File: src/rtl/resta_serial.sv
// resta_serial: bit-serial 8-bit subtractor, d = a - b - bi (mod 256), LSB first.
// One operand set is accepted in IDLE, one bit is resolved per clock in CALC,
// and the result is held in DONE until the consumer takes it.
// The optional signed-overflow output ovf is built only when the macro
// RESTA_SERIAL_OVF_EN is defined.
//
// state | meaning
// IDLE  | waiting for in_valid; in_ready high, last result still on d
// CALC  | one difference bit per cycle, bit index = cnt
// DONE  | result valid; held until out_ready
module resta_serial #(
    parameter int PwrC = 0
) (
    input  logic       clk,
    input  logic       reset,
    input  logic       in_valid,
    output logic       in_ready,
    input  logic [7:0] a,
    input  logic [7:0] b,
    input  logic       bi,
    output logic [7:0] d,
    output logic       bo,
`ifdef RESTA_SERIAL_OVF_EN
    output logic       ovf,
`endif
    output logic       out_valid,
    input  logic       out_ready
);

    typedef enum logic [1:0] {
        IDLE = 2'd0,
        CALC = 2'd1,
        DONE = 2'd2
    } state_t;

    state_t     state;
    logic [7:0] a_q;
    logic [7:0] b_q;
    logic [2:0] cnt;
    logic       br;

    logic       a_bit;
    logic       b_bit;
    logic       diff_bit;
    logic       br_next;

    // Full-subtractor cell for the bit currently selected by the counter.
    always_comb begin
        a_bit    = a_q[cnt];
        b_bit    = b_q[cnt];
        diff_bit = a_bit ^ b_bit ^ br;
        br_next  = (~a_bit & b_bit) | (~(a_bit ^ b_bit) & br);
    end

    // Sequencer: operand capture, per-bit datapath update and handshake outputs.
    always_ff @(posedge clk) begin
        if (reset) begin
            state     <= IDLE;
            a_q       <= 8'h00;
            b_q       <= 8'h00;
            cnt       <= 3'd0;
            br        <= 1'b0;
            d         <= 8'h00;
            bo        <= 1'b0;
`ifdef RESTA_SERIAL_OVF_EN
            ovf       <= 1'b0;
`endif
            out_valid <= 1'b0;
            in_ready  <= 1'b1;
        end else begin
            case (state)
                IDLE: begin
                    if (in_valid) begin
                        a_q      <= a;
                        b_q      <= b;
                        br       <= bi;
                        cnt      <= 3'd0;
                        in_ready <= 1'b0;
                        state    <= CALC;
                    end
                end
                CALC: begin
                    d[cnt] <= diff_bit;
                    br     <= br_next;
                    if (cnt == 3'd7) begin
                        // Counter parks at 7; the final borrow becomes bo.
                        bo        <= br_next;
`ifdef RESTA_SERIAL_OVF_EN
                        ovf       <= (a_q[7] ^ b_q[7]) & (diff_bit ^ a_q[7]);
`endif
                        out_valid <= 1'b1;
                        state     <= DONE;
                    end else begin
                        cnt <= cnt + 3'd1;
                    end
                end
                DONE: begin
                    if (out_ready) begin
                        out_valid <= 1'b0;
                        in_ready  <= 1'b1;
                        state     <= IDLE;
                    end
                end
                default: begin
                    state     <= IDLE;
                    out_valid <= 1'b0;
                    in_ready  <= 1'b1;
                end
            endcase
        end
    end

endmodule

File: config.mk
export PLATFORM = sky130hd
export DESIGN_NAME = resta_serial
export DESIGN_NICKNAME = d
export VERILOG_FILES = /design/src/rtl/resta_serial.sv
export SDC_FILE = /design/constraint.sdc
export NUM_CORES = 1
export LEC_CHECK = 0
export CAP_MARGIN = 20
export CORE_UTILIZATION = 38
export CTS_CLUSTER_DIAMETER = 50
export DETAILED_ROUTE_END_ITERATION = 10
export DONT_BUFFER_PORTS = 1
export GPL_ROUTABILITY_DRIVEN = 0
export HOLD_SLACK_MARGIN = 0.08
export SLEW_MARGIN = 0
export SYNTH_ARGS = -nofsm -noshare
export SYNTH_HDL_FRONTEND = slang
export SYNTH_SLANG_ARGS = --single-unit
File: constraint.sdc
create_clock -name clk -period 3.1 [get_ports clk]
set_clock_uncertainty 0.1 [all_clocks]
set_input_delay 0.31 -clock clk [delete_from_list [all_inputs] [get_ports clk]]
set_output_delay 0.31 -clock clk [all_outputs]
set_load 0.02 [all_outputs]
==> impl_summary.log <==
[metrics] CTS HTree Levels: 2
[metrics] Area contributors post-synth: dfxtp_1 (44%), nand2_1 (10%), a21oi_1 (7.3%), mux4_1 (7.0%), mux2i_1 (6.0%)
[metrics] TritonCTS buffer count: 5
[metrics] Overall Global Routing Usage: 0.161
[metrics] cell family with most CP delay: multiplexers
[metrics] pin count of the biggest net entering global routing: 25
[metrics] net switching fraction of the power: 0.245
[metrics] share of power burned in combinational logic: 0.106
[metrics] setup slack of the most critical reg-to-reg path: 650 ps
[metrics] area share of the leading cell type in the synthesized netlist: 0.440
[metrics] number of global-route vias before repair: 1,145
[metrics] height of the die: 64.8 um
[metrics] placement-stage cell area: 0.00150 mm2
[metrics] CP Data Required Time: around 3200 ps
[metrics] count of vias placed by the detailed router: about 1,100
[metrics] number of iterations in the first detailed-routing pass: 4
[metrics] number of max-cap violations: 0
[metrics] top library cells by usage in the layout, fill and taps aside: nand2_1 (41), dfxtp_1 (33), a21oi_1 (22), dlygate4sd3_1 (17), nand2b_1 (10)
[metrics] crit-path max cell delay: 600 ps
[metrics] initial core utilization: 0.404
[metrics] post-synthesis instance area: 0.00150 mm2
[metrics] cell count after synthesis: 166
[metrics] number of max-slew violations in the final report: 0
[metrics] flip-flop and latch count after synthesis: 33
[metrics] worst supply voltage drop on vdd: 257 uV
[metrics] peak clock frequency supported by timing: ~410 MHz
[metrics] total die area: 0.00420 mm2
[metrics] number of buffers and inverters on the critical path: 0
[metrics] total of buffers placed on input and output ports: 0
[metrics] Design Area, Final: 0.00175 mm2
[metrics] most area-hungry cell type in the Yosys netlist: dfxtp_1
[metrics] worst path setup slack after routing: around 650 ps
[metrics] buffers from clock root to sink, at most: 2
[metrics] CTS tree: done
[metrics] Mapped Avg Cell Area: 9.04 um2
[metrics] Reg2Reg Launch Point: cnt[0]
[metrics] Cell Rows: 22
[metrics] crit path kind: reg2reg
[metrics] fillers: 376
[metrics] net count of the mapped netlist: 190
[metrics] Int Power: approximately 0.00065 W
[metrics] worst slack, placed: ~640 ps
[metrics] clock transition at the register clock pins on the worst setup and hold paths after CTS: 70 ps
[metrics] total inserted antenna cells: 0
[metrics] relative contribution of sequential cells to total power: 0.541
[metrics] worst setup path end: d[7]
[metrics] half-perimeter wire length of the detailed placement result: around 1900 um
[metrics] reported leakage power: 0.702 nW
[metrics] fraction of layout cells with a size suffix above 1: 0.0615
[metrics] post-CTS setup buffer count: 0
[metrics] origin of the worst setup path: cnt[0]
[metrics] number of vias per cell: 5.03
[metrics] cell type of the slowest stage on the worst timing path: mux4_1
[metrics] Tightest Hold Check Type: in2reg
[metrics] synth unique cells: 31
[metrics] setup repair after global routing missed its margin: no
[metrics] root cell of the clock tree: clkbuf_8
[metrics] Routed Antenna Nets: 0
[metrics] R2R Path End: d[7]
[metrics] area inside the core boundary: 0.00372 mm2
[metrics] startpoint type of the worst setup path: flop
[metrics] maximum fanout along the worst path: 9
[metrics] source-to-sink clock delay at the later pin of the worst-skew pair: 280 ps
[metrics] R2R cell count: 5
[metrics] Max-slew headroom: 0.390
[metrics] Psw: 0.000210 W
[metrics] floorplan die width: 64.8 um
[metrics] I/O pins: 32
[metrics] global-route wire length before repair: 4980 um
[metrics] Period minus WS final: 2450 ps
[metrics] Levels on crit path: 5
[metrics] count of final hold-check violations: 0
[metrics] Cells after DPL: 202
[metrics] Iteration-0 DRC Markers: 59
[metrics] sink count of the clock tree: 33
[metrics] sort of element at the end of the critical path: flop
[metrics] count of unresolved DRC violations after routing: 0
[metrics] Hold Slack: 110 ps
[metrics] post-detailed-routing wire length: approximately 2900 um
[metrics] synth warn: 0
[metrics] final-layout setup total negative slack: 0 ps
[metrics] list of cells traversed by the critical path: mux4_1, mux2_2, fa_1, nand2b_1, mux2i_1
[metrics] fraction of the cycle the final worst path needs: 0.791
[metrics] non-filler cells in the finished layout: approximately 230
[metrics] multi-input gate area in the final layout: 773 um2
[metrics] result of the run: completed
[metrics] total power per unit cell area: 488 mW/mm2
[metrics] initial antenna violation count: 0
[metrics] WP data arrival: about 2600 ps
[metrics] area of all sequential standard cells: 661 um2
[metrics] fin nets: 202
[metrics] leftover overflow at the end of global routing: 0
[metrics] most common cell after layout, fill and taps aside: nand2_1
[metrics] final setup vio count: 0
[metrics] worst slew pin tran: 911 ps
[metrics] Syn-to-layout area delta: 16.9%
[metrics] final routed wire length divided by cell count: roughly 13 um
[metrics] part of the power in the clock network: 0.353
[metrics] sequential-to-total area share from yosys stat: 0.440
## power groups by stage
stage / Combinational (W) / Sequential, W / Clock, W
after floorplan: 0.0000731 / 0.000464 / 0
after global placement: 0.0000678 / 0.000472 / 0
after detailed placement: 0.0000699 / 0.000473 / 0
after CTS: 0.0000911 / 0.000464 / 0.000313
after global routing: 0.000103 / 0.000466 / 0.000340
final: 0.0000906 / 0.000463 / 0.000302
## registers in the layout, indices dropped and copies added (netlist names)
name       cells
cnt            3
out_valid      1
a_q            8
br             1
in_ready       1
bo             1
b_q            8
state          2
d              8
## logic make-up after synthesis
logic type | after synthesis | synth area share
AOI/OAI and AO/OA | 30 | 0.115
adders and majority gates | 3 | 0.0300
buffers and inverters | 14 | 0.0442
DFF | 33 | 0.440
muxes | 14 | 0.138
and+or+nand+nor | 72 | 0.233
## Yosys cell counts
master and number:
nand2_1 41, dfxtp_1 33, a21oi_1 22, nand2b_1 10, mux2i_1 9, clkbuf_1 6, buf_2 5, nor2_1 5
mux4_1 4, nand3_1 4, nor2b_1 3, ha_1 2, inv_1 2, nor3b_1 2, or3b_1 2, a211oi_1 1
a22oi_1 1, a2bb2oi_1 1, a311oi_1 1, and2_1 1, and3b_2 1, buf_6 1, fa_1 1, mux2_2 1
nand4b_1 1, nor3_1 1, nor3b_2 1, o21ai_0 1, o21ba_2 1, o21bai_1 1, o31ai_1 1
## final cells by class
class                      count  area share
inverter                       2     0.00428
timing repair buffer          17      0.0970
tap                           48      0.0342
sequential                    33       0.377
clock inverter                 2     0.00571
multi-input combinational    119       0.441
clock buffer                   6      0.0414
## through the flow
step / util / power (W)
3_3_place_gp: 0.404 / 0.000540
4_1_cts: 0.472 / 0.000868
6_report: 0.472 / 0.000856
3_5_place_dp: 0.404 / 0.000543
5_1_grt: 0.472 / 0.000909
2_1_floorplan: - / 0.000537
## metal layers
metal,track usage,part of all wire,up-vias
met3,0.0634,0.061,7
met5,0,0,-
met1,0.184,0.45,517
met4,0.103,0.026,0
met2,0.249,0.46,30
li1,-,-,588
## worst reg2reg max path, cell delays in order (launching register included)
cell and delay [ps]:
dfxtp_1 520, mux4_1 600, mux2_2 290, fa_1 540
nand2b_1 160, mux2i_1 180
## repair_timing
item | CTS | global route
endpoints found under the hold margin | 24 | 0
hold buffers | 17 | 0
gates resized for setup | 0 | 0
## worst min-delay path by stage
stage | endpoint | from | slack, ps | cells past startpoint
global route | d[1] | reset | 110 | 2
floorplan | a_q[1] | a_q[1] | 330 | 2
detailed placement | a_q[7] | reset | 290 | 1
global placement | b_q[2] | reset | 280 | 1
finish | d[3] | reset | 110 | 2
CTS | d[3] | reset | 100 | 2
Power figures use the tool's default switching activity.
